**src/rtl/sqsum_serial_tx_if.sv**
```systemverilog
// -----------------------------------------------------------------------------
// sqsum_serial_tx_if
//
// Purpose:
//   Groups the sample-input and serial-output signals of sqsum_serial_tx so
//   the responder and whatever drives it share one bundle.
//
// Signals:
//   in_valid   1   sample qualifier; high for one frame's worth of beats
//   in_data    DW  unsigned sample, meaningful while in_valid=1
//   out_valid  1   result-bit qualifier
//   out_data   1   serial result bit, MSB first; 0 while out_valid=0
//
// Modports:
//   master  side that drives samples and receives the serial result
//   slave   the sqsum_serial_tx responder
// -----------------------------------------------------------------------------
interface sqsum_serial_tx_if #(
  parameter int DW = 4
);

  logic          in_valid;
  logic [DW-1:0] in_data;
  logic          out_valid;
  logic          out_data;

  modport master (
    output in_valid,
    output in_data,
    input  out_valid,
    input  out_data
  );

  modport slave (
    input  in_valid,
    input  in_data,
    output out_valid,
    output out_data
  );

endinterface : sqsum_serial_tx_if

```
**src/rtl/sqsum_serial_tx.sv**
```systemverilog
// -----------------------------------------------------------------------------
// sqsum_serial_tx
//
// Purpose:
//   Accepts a frame of N_IN unsigned DW-bit samples, accumulates the sum of
//   their squares into an OW-bit result and shifts that result out MSB-first
//   on a single serial bit qualified by out_valid.
//
//   Frame flow:  IDLE -> LOAD (remaining samples) -> CALC (1 cycle) ->
//                SEND (OW cycles) -> IDLE
//   If the last sample is seen in cycle T, CALC occupies T+1 and out_valid is
//   high from T+2 through T+OW+1. A new frame is accepted in T+OW+2.
//
// Ports:
//   clk   input   system clock, rising edge
//   rst   input   synchronous reset, active-high
//   bus   slave   sqsum_serial_tx_if: in_valid/in_data in,
//                 out_valid/out_data out (both outputs registered)
//
// Parameters:
//   N_IN  samples per frame
//   DW    sample width
//   OW    result width; results wrap mod 2**OW if it is too narrow for
//         N_IN*(2**DW-1)**2
// -----------------------------------------------------------------------------
module sqsum_serial_tx #(
  parameter int N_IN = 4,
  parameter int DW   = 4,
  parameter int OW   = 10
) (
  input  logic              clk,
  input  logic              rst,
  sqsum_serial_tx_if.slave  bus
);

  // Sample counter must hold values up to N_IN; bit counter up to OW-1.
  localparam int CW = (N_IN > 1) ? $clog2(N_IN + 1) : 1;
  localparam int BW = (OW > 1)   ? $clog2(OW)       : 1;

  typedef enum logic [1:0] {
    IDLE = 2'd0,
    LOAD = 2'd1,
    CALC = 2'd2,
    SEND = 2'd3
  } state_e;

  // ---------------------------------------------------------------------------
  // State and datapath registers
  // ---------------------------------------------------------------------------
  state_e          state_q,     state_d;
  logic [OW-1:0]   acc_q,       acc_d;
  logic [CW-1:0]   cnt_q,       cnt_d;
  logic [OW-1:0]   shreg_q,     shreg_d;
  logic [BW-1:0]   bitcnt_q,    bitcnt_d;
  logic            out_valid_q, out_valid_d;
  logic            out_data_q,  out_data_d;

  // ---------------------------------------------------------------------------
  // Square of the incoming sample, resized to the accumulator width. The
  // product is evaluated at 2*DW bits so no square is ever truncated; the
  // resize only drops bits when OW is narrower than a single square, which
  // gives the intended mod-2**OW wrap.
  // ---------------------------------------------------------------------------
  logic [2*DW-1:0] sq;
  logic [OW-1:0]   sq_ext;

  assign sq     = bus.in_data * bus.in_data;
  assign sq_ext = OW'(sq);

  // ---------------------------------------------------------------------------
  // Next-state and datapath logic
  // ---------------------------------------------------------------------------
  always_comb begin
    // NOTE: every signal assigned in this block gets a default first, so no
    // path through the case leaves one unassigned and no latch is inferred.
    state_d     = state_q;
    acc_d       = acc_q;
    cnt_d       = cnt_q;
    shreg_d     = shreg_q;
    bitcnt_d    = bitcnt_q;
    out_valid_d = 1'b0;
    out_data_d  = 1'b0;

    unique case (state_q)
      IDLE: begin
        if (bus.in_valid) begin
          acc_d   = sq_ext;
          cnt_d   = CW'(1);
          state_d = (N_IN == 1) ? CALC : LOAD;
        end
      end

      LOAD: begin
        if (bus.in_valid) begin
          acc_d = acc_q + sq_ext;
          cnt_d = cnt_q + CW'(1);
          // cnt_q counts samples already taken, so N_IN-1 here means the
          // current beat completes the frame.
          if (cnt_q == CW'(N_IN - 1)) begin
            state_d = CALC;
          end
        end else begin
          // Short frame: drop the partial sum and produce no output.
          acc_d   = '0;
          cnt_d   = '0;
          state_d = IDLE;
        end
      end

      CALC: begin
        // The MSB goes straight into the output register so out_valid rises
        // in the cycle after CALC; the shift register keeps the remaining
        // bits already aligned to its MSB. in_valid is ignored here.
        out_valid_d = 1'b1;
        out_data_d  = acc_q[OW-1];
        shreg_d     = acc_q << 1;
        bitcnt_d    = '0;
        acc_d       = '0;
        cnt_d       = '0;
        state_d     = SEND;
      end

      SEND: begin
        // bitcnt_q is the index (from the MSB) of the bit currently on
        // out_data; once the LSB has been presented the outputs drop to 0.
        if (bitcnt_q == BW'(OW - 1)) begin
          bitcnt_d = '0;
          state_d  = IDLE;
        end else begin
          out_valid_d = 1'b1;
          out_data_d  = shreg_q[OW-1];
          shreg_d     = shreg_q << 1;
          bitcnt_d    = bitcnt_q + BW'(1);
        end
      end

      default: begin
        state_d = IDLE;
      end
    endcase
  end

  // ---------------------------------------------------------------------------
  // Register update with synchronous reset. An in-flight frame or
  // transmission is abandoned as soon as rst is seen at an edge.
  // ---------------------------------------------------------------------------
  always_ff @(posedge clk) begin
    // NOTE: non-blocking assignments make every register here sample the
    // pre-edge values, so ordering of the statements does not matter.
    if (rst) begin
      state_q     <= IDLE;
      acc_q       <= '0;
      cnt_q       <= '0;
      shreg_q     <= '0;
      bitcnt_q    <= '0;
      out_valid_q <= 1'b0;
      out_data_q  <= 1'b0;
    end else begin
      state_q     <= state_d;
      acc_q       <= acc_d;
      cnt_q       <= cnt_d;
      shreg_q     <= shreg_d;
      bitcnt_q    <= bitcnt_d;
      out_valid_q <= out_valid_d;
      out_data_q  <= out_data_d;
    end
  end

  // Outputs come straight from flops: no combinational input-to-output path.
  assign bus.out_valid = out_valid_q;
  assign bus.out_data  = out_data_q;

endmodule : sqsum_serial_tx

```
**src/flat_wrapper.sv**
```systemverilog
// flat-port wrapper written by rule: the top's interface ports become plain ports
module sqsum_serial_tx_flat 
#(
  parameter int N_IN = 4,
  parameter int DW   = 4,
  parameter int OW   = 10
)
  (clk, rst, bus_in_valid, bus_in_data, bus_out_valid, bus_out_data);
  sqsum_serial_tx_if #(.DW(DW)) bus_i ();
  input  logic clk;
  input  logic rst;
  input wire logic [$bits(bus_i.in_valid)-1:0] bus_in_valid;
  input wire logic [$bits(bus_i.in_data)-1:0] bus_in_data;
  output wire logic [$bits(bus_i.out_valid)-1:0] bus_out_valid;
  output wire logic [$bits(bus_i.out_data)-1:0] bus_out_data;
  assign bus_i.in_valid = bus_in_valid;
  assign bus_i.in_data = bus_in_data;
  assign bus_out_valid = bus_i.out_valid;
  assign bus_out_data = bus_i.out_data;
  sqsum_serial_tx #(.N_IN(N_IN), .DW(DW), .OW(OW)) u_core (.clk(clk), .rst(rst), .bus(bus_i));
endmodule
```
**config.mk**
```make
export PLATFORM = sky130hd
export DESIGN_NAME = sqsum_serial_tx_flat
export DESIGN_NICKNAME = d
export VERILOG_FILES = /design/src/rtl/sqsum_serial_tx_if.sv /design/src/rtl/sqsum_serial_tx.sv /design/src/flat_wrapper.sv
export SDC_FILE = /design/constraint.sdc
export NUM_CORES = 1
export LEC_CHECK = 0
export ABC_AREA = 1
export BUFFER_PORTS_ARGS = -buffer_cell sky130_fd_sc_hd__buf_2
export CAP_MARGIN = 20
export CORE_ASPECT_RATIO = 2
export CORE_MARGIN = 5
export CORE_UTILIZATION = 35
export CTS_BUF_LIST = sky130_fd_sc_hd__clkbuf_4 sky130_fd_sc_hd__clkbuf_8 sky130_fd_sc_hd__clkbuf_16
export DETAILED_ROUTE_END_ITERATION = 10
export PLACE_DENSITY = 0.54
export SYNTH_ARGS = -nofsm -noshare
export SYNTH_HDL_FRONTEND = slang
export SYNTH_SLANG_ARGS = --single-unit
```
**constraint.sdc**
```tcl
create_clock -name clk -period 2.45 [get_ports clk]
set_input_delay 0 -clock clk [delete_from_list [all_inputs] [get_ports clk]]
set_output_delay 0 -clock clk [all_outputs]
set_load 0.02 [all_outputs]
```
==> results.md <==
- Data arrival, critical path: 2270 ps
- Vias: 1873
- Core box area: 0.00571 mm^2
- Crit path max fanout: 5
- CTS tree: built
- Post-synth EDFFs: 0
- CTS root buf: clkbuf_16
- Share of post-route cells with drive strength above 1: 0.117
- Final hold vios: 0
- Finished Layout Cells: 370
- Final wirelength: about 4800 um
- Post-route fraction of the period consumed by the critical path: 0.861
- Reg2Reg Capture Point: u_core.acc_q[8]$_SDFFE_PP0P_
- Worst Hold Class: primary input to flip-flop
- Std cell rows: 39
- DP Wirelength: 3890 um
- Worst rel slew slack: 0.658
- Largest net degree at the start of global routing: 20
- Die H: 119 um
- Launching point of the worst reg2reg path: u_core.state_q[0]$_SDFFE_PP0P_
- Ant. Diodes: 0
- Required @ worst endpoint: 2610 ps
- Count leader, synth: nand2_1
- Post-CTS Setup Inserts: 0
- Post-synthesis net count: between 300 and 400
- Clock Sinks: 30
- R2r setup slk: approximately 690 ps
- Register area share after synthesis: 0.291
- Run status: completed
- Post-route setup TNS: 0 ps
- Die area: 0.00762 mm^2
- First-pass GRT wire length: 8230 um
- Vias in the first global route: 1824
- WS Path Type: primary input to flip-flop
- Syn Inst Count: 297
- Cell variety after synth: 35
- Num CTS Buffers: 5
- Setup crit end kind: flip-flop
- Nets: 338
- Final total power: 2.18 mW
- Commonest cells in the netlist: nand2_1, inv_1, dfxtp_1
- Max Slew Vio Count: 0
- I/O pins: 9
- First-pass detailed-route iteration total: 4
- Crit path time final: 2110 ps
- # resized after CTS: 0
- LEAKAGE: roughly 1.2 nW
- Max-Cap Viols: 0
- Setup crit start: bus_in_data[2]
- Initial antenna violation count: 0
- Gr usage total: 0.136
- Vias per Instance: 5.06
- CP Launch Type: primary input
- Top_reg_cell synth: dfxtp_1
- Share of the synthesized area in the top cell type: 0.291
- DRC viols: 0
- Synth area leader: dfxtp_1
- Final setup skew: around 4.0 ps
- # port buffers: 8
- Tightest Pin Transition: 513 ps
- Post-DR wirelength/cell: 12.9 um
- RePlAce Congestion: 0.777
- Power per cell area: 952 mW/mm^2
- GRT overflow: 0
- Fmax: 474 MHz
- Final antenna-violating net count: 0
- Synth area leaders: dfxtp_1, nand2_1, ha_1, a21oi_1, inv_1
- Die width: 64.3 um
- Asr flop ratio synth: 0
- Synthesis warning total: 0
- Worst-Skew Late Latency: ~270 ps
- Initial core utilization: 0.361
- CP endpoint: u_core.acc_q[7]$_SDFFE_PP0P_
- Clock buffer depth: 2
- Worst Reg-to-Reg Cells: 10
- Dpl ws: 41.1 ps
- Final setup fails: 0
- Iter 0 DRT Violations: 35
- Synthesized flop and latch total: 30
- Clock transition at path regs: about 50 ps
- Cts hold-fix bufs: 0
- Peak VDD IR: 410 uV
- Synthesized area: 0.00206 mm^2
- Syn-to-layout area delta: 11.2%
- PnR worst setup slack: 341 ps
- RSZ-0062 raised after global routing: false
- Syn_area_per_cell: 6.94 um^2
- Placed Cells: 363
- CTS H-tree depth: 2
## metal layers
layer,global-route usage,up-vias,part of all wire
met1,0.130,842,0.37
met2,0.259,27,0.59
met5,0,-,0
met4,0.0713,0,0.026
li1,-,994,-
met3,0.0247,10,0.019
## metrics by stage
stage	hold WS, ps	instance area (um^2)	utilization
after floorplan	78.5	2060	-
after global placement	348	2150	0.377
after detailed placement	353	2150	0.377
after CTS	71.0	2290	0.401
after global routing	84.1	2290	0.401
final	70.2	2290	0.401
## registers in the layout, summed over array words and instances, names as in the netlist, named ones only
register and cells:
u_core.bus.out_valid 1, u_core.state_q 1, u_core.shreg_q 9, u_core.bus.out_data 1
u_core.acc_q 10, u_core.cnt_q 3, u_core.bitcnt_q 4
## how the worst min path moves through the flow
stage                     start                         endpoint  slack, ps  depth (start not counted)
after global routing        rst     u_core.cnt_q[2]$_SDFFE_PP0P_         80                          2
after floorplan             rst   u_core.state_q[0]$_SDFFE_PP0P_         80                          1
after CTS                   rst  u_core.bus.out_valid$_SDFF_PP0_         70                          2
after detailed placement    rst  u_core.bus.out_valid$_SDFF_PP0_        350                          2
after global placement      rst  u_core.bitcnt_q[3]$_SDFFE_PP0P_        350                          2
final                       rst  u_core.bus.out_valid$_SDFF_PP0_         70                          2
## power breakdown
group | switching (mW) | leakage (nW) | internal, mW
logic | 0.572 | 0.837 | 0.308
registers | 0.101 | 0.245 | 0.620
clock network | 0.190 | 0.0708 | 0.392
## critical path, stage by stage
cell and delay (ps):
buf_2 100, inv_1 60, nor2_1 150, nand2_1 110
fa_1 430, inv_1 70, nand3_1 70, nand2_1 70
nand2_1 50, and2_1 140, ha_1 320, nand2_1 130
inv_1 50, a21oi_1 170, nand3_1 90, nand2_1 60
nor2_1 40, nor2_1 110, nor2_1 40
## layout make-up
class,instances,area (um^2)
Clock buffer,7,140
Multi-Input combinational cell,223,1270
Inverter,39,146
Fill cell,623,3420
Sequential cell,30,601
Timing Repair Buffer,10,55.1
Tap cell,61,76.3
## kinds of logic after synthesis
group           share of synthesized area
buf+inv                            0.0917
compound gates                      0.164
fa+ha+maj                           0.137
simple gates                        0.294
xor+xnor                           0.0212
flops                               0.291
## layout by cell type (no fill, tap or decap), types with 2 or more instances in the layout
| master | instances |
|---|---|
| nand2_1 | 72 |
| inv_1 | 35 |
| dfxtp_1 | 30 |
| a21oi_1 | 28 |
| nor2_1 | 27 |
| ha_1 | 21 |
| nand3_1 | 17 |
| o21ai_0 | 15 |
| a31oi_1 | 9 |
| buf_2 | 8 |
| nand2_2 | 5 |
| clkbuf_16 | 5 |
| inv_2 | 4 |
| xor2_1 | 4 |
| nor2_2 | 3 |
| nor2_4 | 2 |
| nand4_1 | 2 |
| o21ai_1 | 2 |
| nand2_4 | 2 |
| o21ai_2 | 2 |
| clkbuf_4 | 2 |
| buf_4 | 2 |
Power figures use the tool's default switching activity.
